`config.mk`:
```
export PLATFORM = sky130hd
export DESIGN_NAME = sdram_access_bridge
export DESIGN_NICKNAME = d
export VERILOG_FILES = /design/src/rtl/acappella_pkg.sv /design/src/rtl/rr_arbiter.sv /design/src/rtl/sdram_access_bridge.sv
export SDC_FILE = /design/constraint.sdc
export NUM_CORES = 1
export LEC_CHECK = 0
export ABC_CLOCK_PERIOD_IN_PS = 6850
export BUFFER_PORTS_ARGS = -buffer_cell sky130_fd_sc_hd__buf_4
export CAP_MARGIN = 20
export CELL_PAD_IN_SITES_DETAIL_PLACEMENT = 1
export CELL_PAD_IN_SITES_GLOBAL_PLACEMENT = 2
export CORE_MARGIN = 1
export CORE_UTILIZATION = 27
export CTS_BUF_LIST = sky130_fd_sc_hd__clkbuf_4
export CTS_CLUSTER_SIZE = 28
export DETAILED_ROUTE_END_ITERATION = 7
export PLACE_DENSITY = 0.93
export SYNTH_ARGS = -nofsm -noshare
export SYNTH_HDL_FRONTEND = slang
export SYNTH_SLANG_ARGS = --single-unit
```
`constraint.sdc`:
```
create_clock -name i_clk -period 6.85 [get_ports i_clk]
set_input_delay 0.685 -clock i_clk [delete_from_list [all_inputs] [get_ports i_clk]]
set_output_delay 0.685 -clock i_clk [all_outputs]
set_load 0.01 [all_outputs]
```
`src/rtl/acappella_pkg.sv`:
```
`default_nettype none
// =============================================================================
// acappella_pkg : shared types and constants for the SDRAM access path
// Rev 1.0
// =============================================================================
package acappella_pkg;

  localparam int SDRAM_ADDR_W = 23;
  localparam int SDRAM_DATA_W = 32;

  localparam int CLI_LOAD   = 0;
  localparam int CLI_MIX    = 1;
  localparam int CLI_PITCH  = 2;
  localparam int CLI_RECORD = 3;
  localparam int CLI_PLAY   = 4;

  typedef enum logic [2:0] {
    ST_IDLE    = 3'd0,
    ST_ISSUE   = 3'd1,
    ST_WAIT_RD = 3'd2,
    ST_DONE    = 3'd3,
    ST_GAP     = 3'd4
  } sdram_bridge_state_t;

endpackage
`default_nettype wire

```
`src/rtl/rr_arbiter.sv`:
```
`default_nettype none
// =============================================================================
// rr_arbiter : combinational round-robin search starting after last_grant
// Rev 1.0
// =============================================================================
module rr_arbiter
  import acappella_pkg::*;
#(
  parameter int N     = 5,
  parameter int IDX_W = (N > 1) ? $clog2(N) : 1
) (
  input  logic [N-1:0]     req_i,
  input  logic [IDX_W-1:0] last_grant_i,
  output logic [IDX_W-1:0] grant_o,
  output logic             valid_o
);

  function automatic logic [IDX_W-1:0] wrap_idx(input int v);
    return IDX_W'(v % N);
  endfunction

  // Walk from the farthest candidate back to the nearest so the nearest requester wins.
  always_comb begin
    grant_o = '0;
    valid_o = 1'b0;
    for (int k = N; k >= 1; k--) begin
      if (req_i[wrap_idx(int'(last_grant_i) + k)]) begin
        grant_o = wrap_idx(int'(last_grant_i) + k);
        valid_o = 1'b1;
      end
    end
  end

endmodule
`default_nettype wire

```
`src/rtl/sdram_access_bridge.sv`:
```
`default_nettype none
// =============================================================================
// sdram_access_bridge : round-robin multi-client bridge onto the SDRAM Avalon-MM slave
// Rev 1.0
// =============================================================================
module sdram_access_bridge
  import acappella_pkg::*;
#(
  parameter int N_CLIENTS = 5,
  parameter int ADDR_W    = SDRAM_ADDR_W,
  parameter int DATA_W    = SDRAM_DATA_W
) (
  input  logic                 i_clk,
  input  logic                 i_rst,
  input  logic [N_CLIENTS-1:0] cli_read,
  input  logic [N_CLIENTS-1:0] cli_write,
  input  logic [ADDR_W-1:0]    cli_addr      [N_CLIENTS],
  input  logic [DATA_W-1:0]    cli_writedata [N_CLIENTS],
  output logic [DATA_W-1:0]    cli_readdata,
  output logic [N_CLIENTS-1:0] cli_finished,
  output logic [ADDR_W-1:0]    new_sdram_controller_0_s1_address,
  output logic [3:0]           new_sdram_controller_0_s1_byteenable_n,
  output logic                 new_sdram_controller_0_s1_chipselect,
  output logic [DATA_W-1:0]    new_sdram_controller_0_s1_writedata,
  output logic                 new_sdram_controller_0_s1_read_n,
  output logic                 new_sdram_controller_0_s1_write_n,
  input  logic [DATA_W-1:0]    new_sdram_controller_0_s1_readdata,
  input  logic                 new_sdram_controller_0_s1_readdatavalid,
  input  logic                 new_sdram_controller_0_s1_waitrequest
);

  localparam int IDX_W = (N_CLIENTS > 1) ? $clog2(N_CLIENTS) : 1;

  sdram_bridge_state_t   state_q, state_d;
  logic [IDX_W-1:0]      last_grant_q, last_grant_d;
  logic [IDX_W-1:0]      grant_q, grant_d;
  logic                  is_wr_q, is_wr_d;
  logic [ADDR_W-1:0]     addr_q, addr_d;
  logic [DATA_W-1:0]     wdata_q, wdata_d;
  logic                  cs_q, cs_d;
  logic                  rd_n_q, rd_n_d;
  logic                  wr_n_q, wr_n_d;
  logic [3:0]            be_n_q, be_n_d;
  logic [DATA_W-1:0]     rdata_q, rdata_d;
  logic [N_CLIENTS-1:0]  fin_q, fin_d;

  logic [N_CLIENTS-1:0]  req;
  logic [IDX_W-1:0]      arb_grant;
  logic                  arb_valid;

  assign req = cli_read | cli_write;

  rr_arbiter #(
    .N     (N_CLIENTS),
    .IDX_W (IDX_W)
  ) u_rr_arbiter (
    .req_i        (req),
    .last_grant_i (last_grant_q),
    .grant_o      (arb_grant),
    .valid_o      (arb_valid)
  );

  always_comb begin
    state_d      = state_q;
    last_grant_d = last_grant_q;
    grant_d      = grant_q;
    is_wr_d      = is_wr_q;
    addr_d       = addr_q;
    wdata_d      = wdata_q;
    cs_d         = cs_q;
    rd_n_d       = rd_n_q;
    wr_n_d       = wr_n_q;
    be_n_d       = be_n_q;
    rdata_d      = rdata_q;
    fin_d        = '0;
    case (state_q)
      ST_IDLE: begin
        if (arb_valid) begin
          // Write takes priority when a client raises both strobes.
          grant_d      = arb_grant;
          last_grant_d = arb_grant;
          is_wr_d      = cli_write[arb_grant];
          addr_d       = cli_addr[arb_grant];
          wdata_d      = cli_writedata[arb_grant];
          cs_d         = 1'b1;
          be_n_d       = 4'b0000;
          rd_n_d       = cli_write[arb_grant];
          wr_n_d       = ~cli_write[arb_grant];
          state_d      = ST_ISSUE;
        end
      end
      ST_ISSUE: begin
        if (!new_sdram_controller_0_s1_waitrequest) begin
          cs_d   = 1'b0;
          be_n_d = 4'b1111;
          rd_n_d = 1'b1;
          wr_n_d = 1'b1;
          if (is_wr_q) begin
            fin_d[grant_q] = 1'b1;
            state_d        = ST_DONE;
          end else begin
            state_d = ST_WAIT_RD;
          end
        end
      end
      ST_WAIT_RD: begin
        if (new_sdram_controller_0_s1_readdatavalid) begin
          rdata_d        = new_sdram_controller_0_s1_readdata;
          fin_d[grant_q] = 1'b1;
          state_d        = ST_DONE;
        end
      end
      ST_DONE: state_d = ST_GAP;
      ST_GAP:  state_d = ST_IDLE;
      default: state_d = ST_IDLE;
    endcase
  end

  always_ff @(posedge i_clk or negedge i_rst) begin
    if (!i_rst) begin
      state_q      <= ST_IDLE;
      last_grant_q <= IDX_W'(N_CLIENTS - 1);
      grant_q      <= '0;
      is_wr_q      <= 1'b0;
      addr_q       <= '0;
      wdata_q      <= '0;
      cs_q         <= 1'b0;
      rd_n_q       <= 1'b1;
      wr_n_q       <= 1'b1;
      be_n_q       <= 4'b1111;
      rdata_q      <= '0;
      fin_q        <= '0;
    end else begin
      state_q      <= state_d;
      last_grant_q <= last_grant_d;
      grant_q      <= grant_d;
      is_wr_q      <= is_wr_d;
      addr_q       <= addr_d;
      wdata_q      <= wdata_d;
      cs_q         <= cs_d;
      rd_n_q       <= rd_n_d;
      wr_n_q       <= wr_n_d;
      be_n_q       <= be_n_d;
      rdata_q      <= rdata_d;
      fin_q        <= fin_d;
    end
  end

  assign cli_readdata                           = rdata_q;
  assign cli_finished                           = fin_q;
  assign new_sdram_controller_0_s1_address      = addr_q;
  assign new_sdram_controller_0_s1_byteenable_n = be_n_q;
  assign new_sdram_controller_0_s1_chipselect   = cs_q;
  assign new_sdram_controller_0_s1_writedata    = wdata_q;
  assign new_sdram_controller_0_s1_read_n       = rd_n_q;
  assign new_sdram_controller_0_s1_write_n      = wr_n_q;

endmodule
`default_nettype wire

```
==> results.py <==
metrics = {
    "worst_setup_path": {
        "arrival_ns": 6.59,
        "end_kind": "flip-flop",
        "crit_fanout": 80,
        "cp-start-kind": "flip-flop",
        "rr_startpoint": "last_grant_q[2]$_DFFE_PN1P_",
        "critical_path_class": "flip-flop to flip-flop",
        "worstPathRequired_ns": 7.29,
        "startpoint": "last_grant_q[2]$_DFFE_PN1P_",
    },
    "floorplanning": {
        "fp.coreArea_mm2": 0.0296,
        "start_util": 0.274,
        "die_h_um": 175,
        "die_area_mm2": 0.0308,
        "rows": 63,
        "ios": 420,
        "die-width_um": 175,
    },
    "grt": {
        "grtUsageMet2": 0.374,
        "grt_pass1_wl_um": 51600,
        "antenna_found_initial": 2,
        "use_met1": 0.278,
        "gr-usage-met3": 0.0457,
        "grt_max_degree": 81,
        "track_usage": 0.220,
        "grt_pass1_vias": 8739,
        "overflow": 0,
        "top_usage_layer": "met2",
    },
    "synthesis": {
        "yosysTopAreaCell": "dfrtp_1",
        "avgSynthCellArea_um2": 10.0,
        "netlist_instances": 808,
        "synth_cell_type_count": 79,
        "synthArstFlopShare": 1.00,
        "synth_fp_nets": 1155,
        "synthTopCellsByCount": "dfrtp_1 (100), mux2_2 (86), mux2i_1 (64)",
        "synth-edff-count": 0,
        "synth-seq-cells": 104,
        "synth_seq_area_share": 0.321,
        "synthFlopType": "dfrtp_1",
        "yosysTopAreaCellShare": 0.308,
        "netlist_area_mm2": 0.00812,
        "yosysWarnings": 0,
        "synth_area_leaders": "dfrtp_1 (31%), mux2_2 (12%), mux2i_1 (7.9%)",
        "synth.most_common_cell": "dfrtp_1",
    },
    "clock_network": {
        "cts.path.max_buffers": 2,
        "cts_max_level": 3,
        "cts_buffers": 9,
        "clk_latency_ns": 0.51,
        "tritoncts": "built",
        "cts_sinks": 104,
        "cts_root_buf": "clkbuf_4",
        "path_clk_slew_ns": 0.22,
        "cts_setup_buffers": 0,
        "holdBufCountCts": 0,
        "ctsResizeCount": 0,
    },
    "timing": {
        "setup-tns-final_ns": 0,
        "fin_crit_sh": 0.898,
        "fin_crit_ns": 6.15,
        "fmax_mhz": 163,
        "finalSetupViolCount": 0,
        "relSlewSlack": 0.373,
        "rsz0062_at_grt": "no",
        "hold_viol": 0,
        "fin_worst_skew_ns": 0.0355,
        "slew_violations": 0,
        "worst_slew_pin_slew_ns": 0.940,
        "fin_ws_ns": 0.699,
    },
    "placement": {
        "port_buffers": 419,
        "place_worst_setup_slack_ns": 0.743,
        "gp_congestion": 0.897,
        "hpwl_um": 27500,
    },
    "route": {
        "drt-pass1-iter-count": 4,
        "drt_iter0_drc": 403,
        "wl_um": 34700,
        "ant_nets": 0,
        "vias": 8336,
        "wl_per_cell_um": 22.0,
        "viasPerCell": 5.28,
        "drc_errors": 0,
    },
    "final_layout": {
        "nNetsFinal": 1530,
        "syn2layout_area_growth_pct": 43.5,
        "drive_gt1_frac": 0.479,
        "fill_cells": 3494,
    },
    "run": {
        "drv_cap": 0,
    },
    "hold_path": {
        "hold_path_class": "primary input to async pin",
    },
    "status": {
        "status": "completed",
    },
}
==> placed cells by master (no fill, tap or decap), drive strengths merged, types with 3 or more instances in the layout <==
master,count
o21ai,67
nor2,34
o22ai,4
a211oi,11
mux2i,64
o211ai,11
a32oi,55
nor4,5
a21oi,27
a21o,4
nor3b,5
dfrtp,100
nor3,8
nand2,26
a2bb2oi,56
buf,439
o31a,3
or2,6
a211o,5
and3,6
nor2b,4
nand2b,9
a41oi,3
a221oi,5
nand3,10
a22o,3
dfstp,4
a21boi,3
clkbuf,9
ha,26
mux4,3
and2,3
a2111o,3
mux2,91
a22oi,3
xnor2,7
inv,27
==> worst max-delay path, stage by stage, from the launching register on <==
cell	delay [ns]
dfstp_2	0.81
ha_1	0.62
a21oi_1	0.11
xnor2_1	0.57
inv_1	0.14
ha_1	0.28
nor3b_1	0.18
nor3_1	0.37
nor4_1	0.11
o221ai_1	0.56
nand2_1	0.11
a211o_1	0.35
o31ai_4	0.34
buf_4	0.45
buf_4	0.75
a32oi_1	0.17
o21ai_1	0.13
==> cells by family after synthesis <==
logic type,synth area share
multiplexers,0.213
AO/OA/AOI/OAI,0.260
AND/OR/NAND/NOR,0.0849
buffers and inverters,0.0678
flip-flops,0.321
XOR/XNOR,0.0123
adder cells (fa/ha/maj),0.0401
==> layer usage <==
metal,wire length (µm),share of wire,vias up
met5,13,0.00037,-
met4,871,0.025,2
met3,1870,0.054,48
met2,17400,0.50,257
met1,14500,0.42,4140
li1,-,-,3889
==> sequential cells by signal, summed over array words and instances, names as in the netlist <==
register / count
cli_finished: 5
cli_readdata: 32
grant_q: 1
is_wr_q: 1
last_grant_q: 3
new_sdram_controller_0_s1_address: 23
new_sdram_controller_0_s1_byteenable_n: 1
new_sdram_controller_0_s1_chipselect: 1
new_sdram_controller_0_s1_read_n: 1
new_sdram_controller_0_s1_write_n: 1
new_sdram_controller_0_s1_writedata: 32
state_q: 3
==> layout make-up <==
cell class	count	area, µm²	area share
inverter	22	82.6	0.00709
timing repair buffer	439	3320	0.285
clock inverter	7	96.3	0.00827
multi-input combinational	607	4980	0.428
sequential	104	2610	0.224
antenna	1	2.50	0.000215
clock buffer	9	67.6	0.00580
tap	390	488	0.0419
==> path summary, 6_finish.rpt <==
| kind | to | slack, ns | cells past startpoint |
|---|---|---|---|
| max | new_sdram_controller_0_s1_address[14]$_DFFE_PN0P_ | 0.70 | 16 |
| min | new_sdram_controller_0_s1_address[8]$_DFFE_PN0P_ | 0.1 | 1 |
| max reg2reg | new_sdram_controller_0_s1_address[14]$_DFFE_PN0P_ | 0.70 | 16 |
| min reg2reg | new_sdram_controller_0_s1_writedata[14]$_DFFE_PN0P_ | 0.53 | 2 |
| max in group asynchronous | new_sdram_controller_0_s1_writedata[7]$_DFFE_PN0P_ | 5.36 | 2 |
| min in group i_clk | cli_readdata[15]$_DFFE_PN0P_ | 0.38 | 2 |
==> through the flow <==
| step | instance area [µm²] | cells | utilization | hold slack (ns) |
|---|---|---|---|---|
| final | 11600 | 1579 | 0.393 | 0.0953 |
| after detailed placement | 11500 | 1562 | 0.387 | 0.487 |
| after global placement | 11500 | 1562 | 0.387 | 0.481 |
| after global routing | 11600 | 1579 | 0.393 | 0.104 |
| after floorplan | 8120 | 808 | - | 0.389 |
| after CTS | 11600 | 1578 | 0.393 | 0.0883 |
Power is left out: the tool's default activity adds up to more than one toggle a clock period on the data nets, which glitch-free logic cannot reach.
